==> config.mk <==
export PLATFORM = sky130hd
export DESIGN_NAME = uart_cmd_rx
export DESIGN_NICKNAME = d
export VERILOG_FILES = /design/src/rtl/uart_pkg.sv /design/src/rtl/uart_cmd_rx.sv
export SDC_FILE = /design/constraint.sdc
export NUM_CORES = 1
export LEC_CHECK = 0
export CAP_MARGIN = 20
export CORE_MARGIN = 1.5
export CORE_UTILIZATION = 50
export CTS_CLUSTER_SIZE = 16
export DETAILED_ROUTE_END_ITERATION = 7
export GPL_TIMING_DRIVEN = 0
export PLACE_DENSITY = 0.78
export SKIP_CTS_REPAIR_TIMING = 1
export SLEW_MARGIN = 20
export SYNTH_ARGS = -nofsm -noshare
export SYNTH_HDL_FRONTEND = slang
export SYNTH_SLANG_ARGS = --single-unit
==> constraint.sdc <==
create_clock -name clk -period 1.6 [get_ports clk]
set_input_delay 0.16 -clock clk [delete_from_list [all_inputs] [get_ports clk]]
set_output_delay 0.16 -clock clk [all_outputs]
set_load 0.005 [all_outputs]
==> src/rtl/uart_pkg.sv <==
// Shared types for the BLE command-link UART receiver.
package uart_pkg;

  typedef enum logic [2:0] {IDLE, START, DATA, STOP, BREAK} rx_state_t;

  localparam int DEFAULT_BAUD_DIV = 2604;

endpackage

==> src/rtl/uart_cmd_rx.sv <==
// 8N1 UART receiver, mid-bit sampled; rdy rises ~2 + BAUD_DIV/2 + 9*BAUD_DIV cycles after the start edge.
// No backpressure: rdy/clr_rdy handshake, a byte completed while rdy is still set overwrites and pulses ovr_err.
module uart_cmd_rx
  import uart_pkg::*;
#(
  parameter int BAUD_DIV = DEFAULT_BAUD_DIV
) (
  input  logic       clk,
  input  logic       rst,
  input  logic       RX,
  input  logic       clr_rdy,
  output logic [7:0] rx_data,
  output logic       rdy,
  output logic       frm_err,
  output logic       ovr_err
);

  localparam int CW = $clog2(BAUD_DIV);
  localparam logic [CW-1:0] HALF_LOAD = CW'(BAUD_DIV / 2 - 1);
  localparam logic [CW-1:0] FULL_LOAD = CW'(BAUD_DIV - 1);
  localparam logic [CW-1:0] CNT_ONE   = CW'(1);

  rx_state_t     state, state_nxt;
  logic          rx_ff1, rx_s;
  logic [CW-1:0] baud_cnt;
  logic [2:0]    bit_cnt;
  logic [7:0]    shift;
  logic          sample;
  logic          load_half, load_full, shift_en, clr_bits, complete, frame_bad;

  always_ff @(posedge clk) begin
    if (rst) begin
      rx_ff1 <= 1'b1;
      rx_s   <= 1'b1;
    end else begin
      rx_ff1 <= RX;
      rx_s   <= rx_ff1;
    end
  end

  always_ff @(posedge clk) begin
    if (rst) state <= IDLE;
    else     state <= state_nxt;
  end

  assign sample = (baud_cnt == '0);

  always_comb begin
    state_nxt = state;
    load_half = 1'b0;
    load_full = 1'b0;
    shift_en  = 1'b0;
    clr_bits  = 1'b0;
    complete  = 1'b0;
    frame_bad = 1'b0;
    case (state)
      IDLE: begin
        if (!rx_s) begin
          state_nxt = START;
          load_half = 1'b1;
        end
      end
      START: begin
        if (sample) begin
          load_full = 1'b1;
          if (rx_s) begin
            state_nxt = IDLE;
          end else begin
            state_nxt = DATA;
            clr_bits  = 1'b1;
          end
        end
      end
      DATA: begin
        if (sample) begin
          load_full = 1'b1;
          shift_en  = 1'b1;
          if (bit_cnt == 3'd7) state_nxt = STOP;
        end
      end
      STOP: begin
        if (sample) begin
          load_full = 1'b1;
          if (rx_s) begin
            complete  = 1'b1;
            state_nxt = IDLE;
          end else begin
            frame_bad = 1'b1;
            state_nxt = BREAK;
          end
        end
      end
      // A held-low line must return high before another start is accepted.
      BREAK: begin
        if (rx_s) state_nxt = IDLE;
      end
      default: state_nxt = IDLE;
    endcase
  end

  always_ff @(posedge clk) begin
    if (rst) begin
      baud_cnt <= '0;
    end else if (load_half) begin
      baud_cnt <= HALF_LOAD;
    end else if (load_full) begin
      baud_cnt <= FULL_LOAD;
    end else if (state == START || state == DATA || state == STOP) begin
      baud_cnt <= baud_cnt - CNT_ONE;
    end
  end

  always_ff @(posedge clk) begin
    if (rst) begin
      bit_cnt <= 3'd0;
      shift   <= 8'hFF;
    end else begin
      if (clr_bits)      bit_cnt <= 3'd0;
      else if (shift_en) bit_cnt <= bit_cnt + 3'd1;
      if (shift_en)      shift   <= {rx_s, shift[7:1]};
    end
  end

  // Completion takes priority over a same-cycle clr_rdy.
  always_ff @(posedge clk) begin
    if (rst) begin
      rx_data <= 8'h00;
      rdy     <= 1'b0;
      frm_err <= 1'b0;
      ovr_err <= 1'b0;
    end else begin
      frm_err <= frame_bad;
      ovr_err <= complete & rdy & ~clr_rdy;
      if (complete) begin
        rx_data <= shift;
        rdy     <= 1'b1;
      end else if (clr_rdy) begin
        rdy <= 1'b0;
      end
    end
  end

endmodule

# ---- After elaboration in Yosys (flattened, before gate mapping)
# Index checks and enable logic that the tools add are counted.
dict set report op_classes {
  muxes 24
  reduce_logical 13
  addsub 2
  n_eq_ne 11
  bitwise 4
}
# op n
set op_table {}
lappend op_table {{12-bit 2-to-1 mux} 2}
lappend op_table {{3-bit 2-to-1 mux} 7}
lappend op_table {{3-bit case mux with 5 select lines} 1}
lappend op_table {{12-bit zero test} 1}
lappend op_table {{1-bit 2-to-1 mux} 12}
lappend op_table {{2-bit inequality test (second input constant)} 6}
lappend op_table {{12-bit by 1-bit subtractor with 12-bit output (second input constant)} 1}
lappend op_table {{11-bit 2-to-1 mux} 1}
lappend op_table {{3-bit by 2-bit == test with 1-bit output (second input constant)} 2}
lappend op_table {{3-bit == test (second input constant)} 2}
lappend op_table {{6-bit AND reduction} 1}
lappend op_table {{2-bit OR reduction} 3}
lappend op_table {{3-bit OR reduction} 2}
lappend op_table {{2-bit nonzero test} 2}
lappend op_table {{3-bit by 1-bit adder with 3-bit output (second input constant)} 1}
lappend op_table {{3-bit by 1-bit == test with 1-bit output (second input constant)} 1}
lappend op_table {{3-bit zero test} 1}
lappend op_table {{3-bit nonzero test} 1}
lappend op_table {{1-bit AND} 2}
lappend op_table {{1-bit logical OR} 2}
lappend op_table {{2-bit 2-to-1 mux} 1}
lappend op_table {{1-bit NOT} 2}
dict set report word_totals {
  wordCells 66
  input_bits 4
  regBits 39
  output_inout_bits 11
}

# ---- Depth between registers and ports, before layout
dict set report logic_depth {
  ltp_word 6
  mapped_depth 7
  depth_no_buf 6
}

# ---- Least setup slack after synthesis
# Ideal clock, no wire load.
dict set report synth_path {
  path_kind {register to register}
  startpoint {reg baud_cnt[0]}
  endpoint {reg baud_cnt[4]}
  period_less_slack_ps 1725
  required_time_ps 1526
  slack_ps -125
  stages_incl_launch_ff 8
  setup_ps 74
  arrival_ps 1650
  path_buffers 1
  path_cell_list {dfxtp_1 -> inv_1 -> ha_1 -> nor4b_4 -> and3_1 -> buf_4 -> or4_1 -> a31oi_1}
}
dict set report synth_via {
  elab_chain_cells 5
  elab_cells_between_ends 8
  cone_classes {add/sub (1); mux (5); reduce/logical (2)}
}
# element line_no
set synth_rtl {}
lappend synth_rtl {{start, declared} uart_cmd_rx.sv:25} ;# logic [CW-1:0] baud_cnt;
lappend synth_rtl {{start signal, assigned} uart_cmd_rx.sv:109} ;# baud_cnt <= baud_cnt - CNT_ONE;
lappend synth_rtl {{branches (longest 5 deep; another with 12-bit by 1-bit subtractor with 12-bit output)} --}
# Parallel ways; which one is timed is not known. The select of a mux whose other input is x is not followed.
# A chain may end at the register's enable or synchronous reset.

# ---- Final worst setup path
dict set report layout_path {
  startpoint {reg baud_cnt[1]}
  endpoint {reg baud_cnt[4]}
}
# The elaborated chain is that of the path after synthesis.

==> flow_metrics.py <==
metrics = {
    "yosys": {
        "yosysMostFrequentCell": "dfxtp_1",
        "syn_nets": 185,
        "synthCells": 178,
        "synthFlopType": "dfxtp_1",
        "synth_seq_cells": 39,
        "syn_area_sq_um": 1680,
        "synth_top_area_share_pct": 46.5,
        "synth_edf_count": 0,
        "yosysTopAreaCell": "dfxtp_1",
        "yosysUniqueCellTypes": 42,
        "synth_commonest_cells": "39 x dfxtp_1, 18 x nand2_1, 13 x nor2_1",
        "synth_warnings": 0,
        "avgSynthCellArea_sq_um": 9.43,
        "synth_area_leaders": "dfxtp_1 46%, mux2i_1 7.2%, nand2_1 4.0%",
        "ys_seq_area_share_pct": 46.5,
        "async_reset_ff_share_pct": 0,
    },
    "sta": {
        "worst_slack_ns": -0.204,
        "report.final.slew_viol_count": 0,
        "min_period_over_period_pct": 113,
        "fin_crit_ns": 1.80,
        "final_hold_viol_count": 0,
        "rsz0062_at_grt": "true",
        "setup_viol": 27,
        "skew_ns": 0.0153,
        "max_freq_mhz": 554,
        "relSlewSlack_pct": 64.7,
        "worst_pin_slew_ns": 0.529,
    },
    "placed_design": {
        "dp_slack_ns": -0.359,
        "dp_hpwl_um": 2340,
        "io_buffers": 14,
        "globalplace.congestion": 0.854,
        "placement.cell_area_sq_um": 1890,
    },
    "min_path": {
        "min_path_cells": 2,
        "min_path_type": "in -> reg",
    },
    "critical_path": {
        "critical_path_class": "reg -> reg",
        "critical_path_buf_inv_count": 3,
        "cp-start-kind": "flip-flop",
        "path_cells": "inv_2 -> ha_4 -> nor4b_4 -> buf_4 -> and3_4 -> buf_6 -> or4_1 -> a31oi_1",
        "worst-path-stages": 8,
        "worstPathArrival_ns": 2.08,
        "max_stage_delay_ns": 0.40,
        "ff2ff_path_depth": 8,
        "critPathSlowestCell": "or4_1",
        "cp_max_fo": 7,
        "setup.worst_path.end_class": "flip-flop",
        "critPathTopFamily": "simple AND/OR/NAND/NOR gates",
        "crit_required_ns": 1.88,
    },
    "routing": {
        "vias": 1419,
        "drtIter0Drc": 80,
        "avgViaCountPerCell": 5.54,
        "wl_um": 3670,
        "first_pass_iters": 4,
        "drc": 0,
        "antenna_left": 0,
        "wl_per_cell_um": 14.3,
    },
    "power": {
        "leakage_nw": 0.927,
        "finalPower_mw": 2.00,
        "peakVddDrop_uv": 474,
        "powerDensity_nw_per_um2": 936,
    },
    "cells_and_area": {
        "drive_above_1_share_pct": 23.6,
        "regArea_sq_um": 783,
        "fin_area_sq_um": 2140,
        "antenna_cells": 0,
        "area_growth_pct": 27.2,
        "fill_cells": 240,
        "multi_input_area_sq_um": 887,
        "nNetsFinal": 218,
    },
    "status": {
        "status": "finished, violations left",
        "violations": "negative setup slack",
    },
    "floorplan": {
        "die_width_um": 61.0,
        "die_y_um": 61.0,
        "start_util_pct": 53.7,
        "pin_count": 15,
        "core_area_sq_um": 3130,
        "fp.dieArea_sq_um": 3710,
        "core.rowCount": 20,
    },
    "global_routing": {
        "grt_pass1_vias": 1183,
        "grt_overflow": 0,
        "grt_max_degree": 13,
        "grt_pass1_wl_um": 5340,
        "antenna_found_initial": 0,
        "grtUsageTotal_pct": 19.6,
    },
    "clock_network": {
        "clockBufferDepth": 2,
        "cts_tree": "done",
        "root_buffer": "clkbuf_4",
        "clkTransAtPathRegs_ns": 0.12,
        "cts_buffers": 5,
        "clk_latency_ns": 0.34,
        "cts.htree.levels": 2,
        "clock_sinks": 39,
    },
    "flow_run": {
        "max_cap_viol_count": 0,
    },
}
[area by class of cell]
cell class              instances  area share, %
clock buffers                   6           1.93
clock inverters                 2          0.586
inverters                      12           2.11
well taps                      44           2.58
flip-flops and latches         39           36.7
plain buffers                   7           2.58
repair buffers                 28           12.0
multi-input cells             118           41.5
[cell usage in the layout, fill, tap and decap left out, drive strengths merged, types with 2 or more instances in the layout]
| cell | n |
|---|---|
| nand4 | 2 |
| or2 | 3 |
| nor2 | 13 |
| or3 | 2 |
| a211oi | 2 |
| clkbuf | 9 |
| nand4b | 2 |
| or4 | 2 |
| clkinv | 2 |
| xor2 | 4 |
| nand2 | 18 |
| dfxtp | 39 |
| ha | 3 |
| inv | 11 |
| a21oi | 7 |
| clkdlybuf4s50 | 14 |
| mux2i | 12 |
| nor3 | 5 |
| a31oi | 2 |
| a311oi | 6 |
| nor4 | 5 |
| o211ai | 7 |
| nor3b | 2 |
| nand3 | 5 |
| o21ai | 3 |
| buf | 18 |
[layer usage]
| layer | routed length [um] | vias up | track usage [%] |
|---|---|---|---|
| met3 | 137 | 9 | 4.48 |
| met4 | 63 | 0 | 9.32 |
| met5 | 0 | - | 0 |
| li1 | - | 709 | - |
| met1 | 1650 | 670 | 24.9 |
| met2 | 1820 | 31 | 31.6 |
[state kept, by name, indices dropped and copies added, names as in the netlist]
signal	flops
baud_cnt	12
bit_cnt	3
frm_err	1
ovr_err	1
rdy	1
rx_data	8
rx_ff1	1
rx_s	1
shift	8
state	3
[path summary, 6_finish.rpt]
check	start	to	slack (ns)
worst max-delay path	baud_cnt[1]$_SDFFE_PP0P_	baud_cnt[4]$_SDFFE_PP0P_	-0.20
worst min-delay path	RX	rx_ff1$_SDFF_PP1_	0.38
worst max register to register	baud_cnt[1]$_SDFFE_PP0P_	baud_cnt[4]$_SDFFE_PP0P_	-0.20
worst min register to register	rx_ff1$_SDFF_PP1_	rx_s$_SDFF_PP1_	0.43
[per-stage QoR]
stage               utilization, %  hold WS (ns)  std cells  setup TNS [ns]
finish                        68.3         0.379        256           -2.50
global route                  68.3         0.383        256           -4.05
CTS                           62.2         0.374        244           -8.15
detailed placement            60.5         0.404        236           -6.85
global placement              60.5         0.395        236           -4.39
floorplan                        -         0.240        178         -0.0327
[cells by family (layout without fill, tap and decap cells)]
logic type                 Yosys count  in the layout  share of synthesized area [%]
AOI/OAI and AO/OA                   34             34                           14.9
xor gates and xnor gates             4              4                           2.09
adders and majority gates            3              3                           2.24
buffers and inverters               21             55                           5.07
DFF                                 39             39                           46.5
muxes                               12             12                           7.15
and+or+nand+nor                     65             65                           22.1
[report_power, final]
part	internal, mW	switching, mW
Clock	0.170	0.324
Combinational	0.221	0.233
Sequential	1.01	0.0465
Total	1.40	0.603
Note: power is estimated with default switching activity, not from simulation.
